===== src/rtl/demux_1x2_stream_pkg.sv =====
// rtl/demux_1x2_stream_pkg.sv - shared occupancy encodings for the 1x2 stream demux
package demux_1x2_stream_pkg;

    // Occupancy of a 2-entry output buffer; the encoding doubles as the word count.
    typedef enum logic [1:0] {
        OCC_EMPTY = 2'd0,
        OCC_ONE   = 2'd1,
        OCC_FULL  = 2'd2
    } occ_t;

endpackage


===== src/rtl/fifo2_stream.sv =====
// rtl/fifo2_stream.sv - 2-entry FIFO with push/pop/full/empty/head
module fifo2_stream
    import demux_1x2_stream_pkg::*;
#(
    parameter int WIDTH = 4
) (
    input  logic             clk,
    input  logic             rst,
    input  logic             push,
    input  logic [WIDTH-1:0] push_data,
    input  logic             pop,
    output logic             full,
    output logic             empty,
    output logic [WIDTH-1:0] head
);

    occ_t             occ;
    occ_t             occ_next;
    logic [WIDTH-1:0] mem0;
    logic [WIDTH-1:0] mem1;
    logic             do_push;
    logic             do_pop;

    // A push into a full buffer or a pop from an empty one is ignored.
    assign do_push = push && (occ != OCC_FULL);
    assign do_pop  = pop && (occ != OCC_EMPTY);

    // Occupancy state register; reset discards any buffered words.
    always_ff @(posedge clk or posedge rst) begin
        if (rst) begin
            occ <= OCC_EMPTY;
        end else begin
            occ <= occ_next;
        end
    end

    // Occupancy transitions; push+pop at ONE keeps the count unchanged.
    always_comb begin
        occ_next = occ;
        case (occ)
            OCC_EMPTY: begin
                if (do_push) begin
                    occ_next = OCC_ONE;
                end
            end
            OCC_ONE: begin
                if (do_push && !do_pop) begin
                    occ_next = OCC_FULL;
                end else if (do_pop && !do_push) begin
                    occ_next = OCC_EMPTY;
                end
            end
            OCC_FULL: begin
                if (do_pop) begin
                    occ_next = OCC_ONE;
                end
            end
            default: occ_next = OCC_EMPTY;
        endcase
    end

    // Storage: mem0 is always the head; a pop shifts mem1 forward.
    always_ff @(posedge clk or posedge rst) begin
        if (rst) begin
            mem0 <= '0;
            mem1 <= '0;
        end else if (do_push && do_pop) begin
            // Only reachable at ONE: the new word replaces the departing head.
            mem0 <= push_data;
        end else if (do_push) begin
            if (occ == OCC_EMPTY) begin
                mem0 <= push_data;
            end else begin
                mem1 <= push_data;
            end
        end else if (do_pop) begin
            mem0 <= mem1;
        end
    end

    assign full  = (occ == OCC_FULL);
    assign empty = (occ == OCC_EMPTY);
    assign head  = mem0;

endmodule


===== src/rtl/demux_1x2_stream.sv =====
// rtl/demux_1x2_stream.sv - registered flow-controlled 1x2 demux with per-output counters
module demux_1x2_stream
    import demux_1x2_stream_pkg::*;
#(
    parameter int WIDTH     = 4,
    parameter int CNT_WIDTH = 8
) (
    input  logic                 clk,
    input  logic                 rst,
    input  logic [WIDTH-1:0]     in0,
    input  logic                 in_valid,
    input  logic                 sel,
    output logic                 in_ready,
    output logic [WIDTH-1:0]     out0,
    output logic                 out0_valid,
    input  logic                 out0_ready,
    output logic [WIDTH-1:0]     out1,
    output logic                 out1_valid,
    input  logic                 out1_ready,
    input  logic                 cnt_clr,
    output logic [CNT_WIDTH-1:0] cnt0,
    output logic [CNT_WIDTH-1:0] cnt1
);

    localparam logic [CNT_WIDTH-1:0] CNT_MAX = '1;

    logic             full0;
    logic             full1;
    logic             empty0;
    logic             empty1;
    logic [WIDTH-1:0] head0;
    logic [WIDTH-1:0] head1;
    logic             accept;
    logic             push0;
    logic             push1;
    logic             pop0;
    logic             pop1;

    // Ready depends only on the selected buffer's registered fullness, so a
    // full target stalls the input even if the other buffer has room.
    assign in_ready = !rst && (sel ? !full1 : !full0);
    assign accept   = in_valid && in_ready;
    assign push0    = accept && !sel;
    assign push1    = accept && sel;

    assign out0_valid = !empty0;
    assign out1_valid = !empty1;
    assign out0       = out0_valid ? head0 : '0;
    assign out1       = out1_valid ? head1 : '0;
    assign pop0       = out0_valid && out0_ready;
    assign pop1       = out1_valid && out1_ready;

    fifo2_stream #(.WIDTH(WIDTH)) u_fifo0 (
        .clk       (clk),
        .rst       (rst),
        .push      (push0),
        .push_data (in0),
        .pop       (pop0),
        .full      (full0),
        .empty     (empty0),
        .head      (head0)
    );

    fifo2_stream #(.WIDTH(WIDTH)) u_fifo1 (
        .clk       (clk),
        .rst       (rst),
        .push      (push1),
        .push_data (in0),
        .pop       (pop1),
        .full      (full1),
        .empty     (empty1),
        .head      (head1)
    );

    // Saturating delivery counters; clear wins over a same-cycle pop.
    always_ff @(posedge clk or posedge rst) begin
        if (rst) begin
            cnt0 <= '0;
            cnt1 <= '0;
        end else if (cnt_clr) begin
            cnt0 <= '0;
            cnt1 <= '0;
        end else begin
            if (pop0 && (cnt0 != CNT_MAX)) begin
                cnt0 <= cnt0 + 1'b1;
            end
            if (pop1 && (cnt1 != CNT_MAX)) begin
                cnt1 <= cnt1 + 1'b1;
            end
        end
    end

endmodule


===== config.mk =====
export PLATFORM = sky130hd
export DESIGN_NAME = demux_1x2_stream
export DESIGN_NICKNAME = d
export VERILOG_FILES = /design/src/rtl/demux_1x2_stream_pkg.sv /design/src/rtl/fifo2_stream.sv /design/src/rtl/demux_1x2_stream.sv
export SDC_FILE = /design/constraint.sdc
export NUM_CORES = 1
export LEC_CHECK = 0
export CAP_MARGIN = 0
export CORE_MARGIN = 1.5
export CORE_UTILIZATION = 46
export DETAILED_ROUTE_END_ITERATION = 8
export PLACE_DENSITY = 0.75
export SLEW_MARGIN = 20
export SYNTH_ARGS = -nofsm -noshare
export SYNTH_HDL_FRONTEND = slang
export SYNTH_SLANG_ARGS = --single-unit

===== constraint.sdc =====
create_clock -name clk -period 1.55 [get_ports clk]
set_input_delay 0.31 -clock clk [delete_from_list [all_inputs] [get_ports clk]]
set_output_delay 0.31 -clock clk [all_outputs]
set_load 0.05 [all_outputs]

[Word-level counts from Yosys, hierarchy flattened]
Cells that the tools add are included.
W data, S select, Z words.
Storage, ports and cells
  register bits after elaboration: 36
  bits in latches: 0
  memory bits (writable): 0
  memory bits (read-only): 0
  input bits: 11
  output and inout bits: 27
  logic and storage cells: 97
  memories kept: 0
Cells by class
  add/sub/neg operators: 2
  $mul: 0
  divide/modulo/power cells: 0
  magnitude comparators: 0
  equal/unequal tests: 16
  shifts and indexed selects: 0
  mux-type cells: 25
  bitwise operators: 4
  reduce and logical (&&, ||, !) cells: 42
Operators with widths (number)
  $mux W4: 10
  $mux W8: 4
  $logic_and A1 B1 Y1: 18
  $add A8 B1 Y8 const B: 2
  $mux W2: 8
  $ne A8 B8 Y1 const B: 2
  $pmux W2 S3: 2
  $reduce_and A3 Y1: 4
  $logic_not A1 Y1: 10
  $ne A2 B1 Y1 const B: 4
  $reduce_bool A2 Y1: 4
  $ne A3 B1 Y1 const B: 2
  $ne A3 B3 Y1 const B: 2
  $reduce_bool A3 Y1: 2
  $eq A2 B1 Y1 const B: 2
  $eq A2 B2 Y1 const B: 2
  $logic_not A2 Y1: 2
  $ne A2 B2 Y1 const B: 2
  $not A1 Y1: 4
  $reduce_and A2 Y1: 2
  $mux W1: 1

[Depth between registers and ports, before layout]
  word-level depth: 12
  mapped depth: 5
  depth with buffers taken out: 4

[Cells and area by module]
Synthesis repeated with hierarchy kept, for this count alone.
Second synthesis, totals
  cells, all modules: 214
  area, all modules: 2145.8 µm²
Modules (own cells, without submodules)
  fifo2_stream: times used 2, cells an instance 56, area each 596.8 µm²
  demux_1x2_stream: times used 1, cells an instance 102, area each 952.2 µm²

[Worst setup path before layout]
OpenSTA, ideal clock, no wires.
  kind: flip-flop to output port
  from: register u_fifo0.occ[0]
  to: output in_ready
  data arrival time: 1.799 ns
  required time: 1.240 ns
  path slack: -0.559 ns
  cell stages (with the launch flop): 5
  buffers on the path: 1
  path through: dfrtp_1 buf_2 nand2b_1 nor2_1 a211oi_1
Between the ends
  longest elaborated chain between the ends: 4
Ends and longest elaborated chain
  start, declared: line fifo2_stream.sv:17  | occ_t occ;
  start signal, assigned: line fifo2_stream.sv:33  | occ <= occ_next;
  $eq A2 B2 Y1: line fifo2_stream.sv:81  | assign full = (occ == OCC_FULL);
  $logic_not A1 Y1: line demux_1x2_stream.sv:41  | assign in_ready = !rst && (sel ? !full1 : !full0);
  $mux W1: line demux_1x2_stream.sv:41
  $logic_and A1 B1 Y1: line demux_1x2_stream.sv:41
  end, declared: line demux_1x2_stream.sv:13  | output logic in_ready,
Every way passes these cells.

[Final worst setup path]
  from: register u_fifo0.occ[1]
  to: output out0[3]
Between the ends
  longest elaborated chain between the ends: 2
Ends and longest elaborated chain
  $logic_not A2 Y1: line fifo2_stream.sv:82  | assign empty = (occ == OCC_EMPTY);
  $mux W4: line demux_1x2_stream.sv:48  | assign out0 = out0_valid ? head0 : '0;
  end, declared: line demux_1x2_stream.sv:14  | output logic [WIDTH-1:0] out0,
Every way passes these cells.

==> out/metrics.csv <==
metric,value,unit
drc_errors,0,
hpwl,3760,um
drv_slew,0,
violations,setup timing,
grt_start_max_net_pins,37,
diodes,0,
clk_pin_slew_worst_paths,0.08,ns
setup_viol,11,
path_cells,or2_4 -> and2_4 -> buf_12,
hold_class,in2async,
critPathMaxStageDelay,0.42,ns
syn2layout_area_growth,63.3,%
clock_skew,0.00428,ns
p_leak,1.42,nW
worstPathArrival,1.30,ns
max_cap_viol_count,0,
cts_buffers,5,
grt_pass1_wl,9110,um
gp_congestion,0.863,
crit_fanout,6,
r2r_cells,5,
rows,23,
grt-ovfl-total,0,
critPathLaunchType,flop,
h-tree-depth,2,
ios,38,
power,0.00292,W
clock_sink_count,36,
syn_inst,182,
dp.cells,288,
grt_usage,0.264,
power_density,904,mW/mm^2
fin_crit_sh,1.04,
final.fill_count,231,
crit_type,reg2out,
endpoint_kind,output pin,
crit_required,1.24,ns
synth-main-ff-cell,dfrtp_1,
relSlewSlack,0.693,
max_freq,620,MHz
start_util,0.488,
clk_latency,0.30,ns
dieArea,0.00470,mm^2
portBuffers,37,
r2r_setup_slack,0.02,ns
worstReg2RegEnd,cnt1[6],
antenna_found_initial,0,
cts_hold_buf,0,
synth_nets,195,
clockRootBuffer,clkbuf_8,
vias,1925,
mostFrequentLayoutCells,"buf_4, buf_12, dfrtp_1, dfrtp_2, mux2_2",
whs,0.505,ns
synth.area.top_cells,"dfrtp_1, mux2_2, o211a_1, a221o_1, a21oi_1",
r2r_start,u_fifo1.occ[0],
synth_edf_count,0,
ir_drop,706,uV
core,0.00406,mm^2
crit_slowest_cell,dfrtp_2,
post_drt_wl_per_cell,18.9,um
ys_ff_latch,36,
first_pass_iters,5,
grt_pass1_vias,1889,
final_antenna_net_count,0,
cts_tree,built,
finalCriticalPeriod,1.61,ns
viasPerCell,6.23,
fin_util,0.796,
cts_buffer_depth,2,
synth_warnings,0,
syn-cell-area,0.00198,mm^2
synth_top_area_frac,0.455,
die-height,68.6,um
drt_iter0_markers,94,
outcome,finished with violations,
synthArstFlopShare,1.00,
tightest_slew,0.461,ns
stdcell_count,309,
fin_ws,-0.0633,ns
synth_cell_types,43,
rsz0062_at_grt,yes,
final_common_cell,buf_4,
synth_top_area_cell,dfrtp_1,
synth_area_per_cell,10.9,um^2
fin_nets,271,
pre_cts_ws,-0.360,ns
seq_area_frac_synth,0.455,
hold_viol,0,
drive_above_1_share,0.498,
die_x,68.6,um
routed_wl,5830,um
==> per-stage QoR <==
stage | setup TNS (ns) | cell area [um^2]
floorplan | -0.0852 | 2050
global placement | -5.75 | 2930
detailed placement | -7.16 | 2930
CTS | -0.691 | 3170
global route | -0.884 | 3230
finish | -0.524 | 3230
==> area by class of cell <==
type / instances / area [um^2] / share of cell area
clock buffers: 5 / 68.8 / 0.0213
clock inverters: 3 / 42.5 / 0.0132
inverters: 4 / 18.8 / 0.00581
multi-input cells: 134 / 1140 / 0.353
flip-flops and latches: 36 / 920 / 0.285
well taps: 50 / 62.6 / 0.0194
repair buffers: 77 / 978 / 0.303
==> worst max-delay path: cells and delay by family, from the launching register on <==
family                 cells  cell delay, ns
buffers and inverters      1            0.14
DFF                        1            0.42
and+or+nand+nor            2            0.45
==> sequential cells by signal, indices dropped and copies added (netlist names) <==
name and flops:
cnt0 8, cnt1 8, u_fifo0.head 4, u_fifo0.mem1 4, u_fifo0.occ 2, u_fifo1.head 4, u_fifo1.mem1 4, u_fifo1.occ 2
==> cells by family after synthesis <==
kind of cell    Yosys count  share of synthesized area
compound gates           58                      0.233
simple gates             58                      0.183
flops                    36                      0.455
mux                      15                     0.0835
buf+inv                  12                     0.0278
fa+ha+maj                 2                     0.0126
xor+xnor                  1                    0.00443
==> power by group <==
group / leakage, nW / internal [W] / switching (W) / total (W)
registers: 0.458 / 0.00107 / 0.0000852 / 0.00116
logic: 0.910 / 0.000496 / 0.000431 / 0.000927
clock network: 0.0541 / 0.000476 / 0.000358 / 0.000834
total: 1.42 / 0.00205 / 0.000874 / 0.00292
==> worst max-delay path by stage <==
stage	end	depth (start not counted)	start	slack, ns
after floorplan	in_ready	4	u_fifo0.occ[0]	-0.09
after global placement	u_fifo0.head[0]	4	in_valid	-0.30
after detailed placement	u_fifo0.head[3]	4	in_valid	-0.36
after CTS	in_ready	3	u_fifo1.occ[1]	-0.09
after global routing	out0[3]	3	u_fifo0.occ[1]	-0.09
final	out0[3]	3	u_fifo0.occ[1]	-0.06
==> what timing repair did <==
action                     CTS  global route
setup endpoints to repair   23            18
setup buffers               11             4
pin swaps                   11             6
gates resized for setup     21             9
==> metal layers <==
layer  global-route usage  up-vias  share of wire  wire length [um]
met5                    0        -              0                 0
met1                0.325      977           0.40              2320
li1                     -      860              -                 -
met3               0.0617       20          0.043               252
met4                0.100        0          0.022               129
met2                0.447       68           0.54              3130
==> cells in the mapped netlist (3+ instances only) <==
cell	count
and2_1	8
mux2i_1	3
a211oi_1	7
a221o_1	8
a21oi_1	11
mux2_2	12
nand3_1	5
a31oi_1	5
a311oi_1	3
nor2b_1	8
o211a_1	10
nand2_1	9
inv_1	4
dfrtp_1	36
nor2_1	6
buf_2	5
and4_1	5
No activity file was read; power rests on OpenSTA's default activity.
==> edit, RTL diff (same settings) <==
Re-encode `occ_t` (3 values) as one-hot, 3 bits wide.
--- a/src/rtl/demux_1x2_stream_pkg.sv
+++ b/src/rtl/demux_1x2_stream_pkg.sv
@@ -4,6 +4,6 @@
     // Occupancy of a 2-entry output buffer; the encoding doubles as the word count.
-    typedef enum logic [1:0] {
-        OCC_EMPTY = 2'd0,
-        OCC_ONE   = 2'd1,
-        OCC_FULL  = 2'd2
+    typedef enum logic [2:0] {
+        OCC_EMPTY = 3'b001,
+        OCC_ONE   = 3'b010,
+        OCC_FULL  = 3'b100
     } occ_t;
Check against the original RTL: no difference found for any inputs over 4 cycles, from zero or initial values and one cycle with rst high; so few cycles prove little.
==> edit against the unedited design <==
- the flow still finishes with violations (negative setup slack)
- total power shrank 13%
- routed wire length shrank 2.5%
- synthesized area grew 6.1%
- clock power shrank 21%
- sequential cell count grew 2
- fmax shrank 11%
- design area grew 6.5%
- largest cell class unchanged
- largest power group unchanged
- worst setup slack lost 0.20 ns
==> edit: results (changes against the unedited design) <==
----------------------------------------------------
[Run status]
  Outcome ... finished with violations
  Violations in the final reports ... negative setup slack

[Timing]
  Worst slew margin relative to its limit ... 0.7284 (+0.03579)
  PnR worst setup slack ... -0.2681 ns (-0.2049 ns)
  Number of endpoints failing setup at the final stage ... 36 (+25)
  Worst clock skew ... 0.006450 ns (+0.002170 ns)

[Drt]
  Detailed-routing wirelength on met1 ... 2351 µm (+1.2%)
  Routed wl met3 ... 288 µm (+14%)
  Final routed wire length divided by cell count ... 16.57 µm (-12%)
  Vias ... 1922 (-0.16%)
  DR pass1 iterations ... 4 (-1)
  Count of routing violations after the opening detailed-route iteration ... 146 (+55%)

[GRT]
  Antenna violations before repair ... 0 (unchanged)
  M1 GR Usage ... 0.2753 (-0.04941)
  Met3 track demand over resource in global routing ... 0.05840 (-0.003284)
  Total GRT Usage ... 0.2259 (-0.03785)
  Global-route wire length before repair ... 8790 µm (-3.5%)
  Routing usage on met2 ... 0.3941 (-0.05299)
  Number of global-route vias before repair ... 1890 (+0.053%)
  Maximum number of pins on one net before global-route repair ... 23 (-38%)

[Logic synthesis]
  Number of library cell types mapped by synthesis ... 58 (+35%)
  Syn nets ... 208 (+6.7%)
  Fraction of the yosys area taken by sequential cells ... 0.4541 (-0.001296)
  Cell types occupying the most area after synthesis ... dfrtp_1 43%, mux2i_1 4.3%, nor2_1 3.0%
  Ranking of synthesized cells by instance count ... 36 x dfrtp_1, 17 x nor2_1, 10 x nand3_1, 10 x o21ai_0, 9 x mux2i_1

[Setup path]
  Start of the worst register-to-register path ... u_fifo0.occ[2]
  Register-to-Register Setup Slack ... -0.26 ns (-0.28 ns)
  Crit path max fanout ... 2 (-4)
  Length in cells of the worst reg-to-reg path ... 8 (+3)
  Data arrival time of the worst path ... 1.51 ns (+0.21 ns)
  Highest-delay cell along the critical path ... or3b_4
  Reg-to-Reg End ... u_fifo0.mem1[2]

[Placed design]
  DP Wirelength ... 3711 µm (-1.3%)
  Worst slack at placement ... -0.3938 ns (-0.03334 ns)
  Weighted congestion at the end of routability-driven global placement ... 0.8243 (-4.5%)
  Placement-stage cell area ... 0.003022 mm² (+3.2%)
  Placed instance count ... 322 (+12%)

[Min path]
  Worst hold-check path type ... flop to flop

[Layout]
  Proportion of layout cells with a drive suffix above 1 ... 0.5155 (+0.01739)
  Antenna diodes ... 0 (unchanged)
  Final Net Count ... 303 (+12%)

[Power and ir drop]
  Clock network fraction of total power ... 0.262 (-0.024)
  LEAKAGE ... 1.539 nW (+8.3%)
  Reported clock group power ... 0.663 mW (-21%)

----------------------------------------------------
==> edit: changes by cell type in the layout (fill, tap and decap cells not counted), sizes merged, moves of 5 or more <==
cell | before | now
a31oi | 5 | 0
nand3 | 5 | 12
nor3 | 2 | 8
buf | 67 | 83
o211a | 10 | 1
o21ai | 3 | 10
a221o | 8 | 0
and4 | 5 | 0
nor2 | 6 | 18
mux2i | 3 | 9
o221a | 0 | 8
a211oi | 7 | 1
nand2b | 1 | 6
a21oi | 11 | 6
==> edit: cells by family after synthesis <==
| group | share of synthesized area |
|---|---|
| xor+xnor | 0.02086 |
| compound gates | 0.1460 |
| buf+inv | 0.02443 |
| simple gates | 0.2551 |
| mux | 0.08760 |
| fa+ha+maj | 0.01192 |
| flops | 0.4541 |
==> edit: what timing repair did <==
item,in CTS,in global routing
setup buffers,10,6
pin swaps,10,12
endpoints found under the setup margin,30,42
resized for setup,37,20
==> edit: worst max-delay path by stage <==
| stage | cells after the start | start | endpoint | slack [ns] |
|---|---|---|---|---|
| after floorplan | 3 | u_fifo0.occ[0] | out0[0] | -0.17 |
| after global placement | 5 | rst | u_fifo1.mem1[2] | -0.30 |
| after detailed placement | 5 | rst | u_fifo1.mem1[1] | -0.39 |
| after CTS | 4 | u_fifo1.occ[1] | in_ready | -0.29 |
| after global routing | 4 | u_fifo0.occ[1] | in_ready | -0.33 |
| final | 4 | u_fifo0.occ[2] | in_ready | -0.27 |
==> edit: layout make-up <==
cell class | count | area [µm²] | area share
multi-input cells | 145 | 1270 | 0.3692
repair buffers | 93 | 1028 | 0.2990
flip-flops and latches | 38 | 964.7 | 0.2805
clock buffers | 8 | 80.08 | 0.02328
well taps | 52 | 65.06 | 0.01892
inverters | 7 | 31.28 | 0.009094
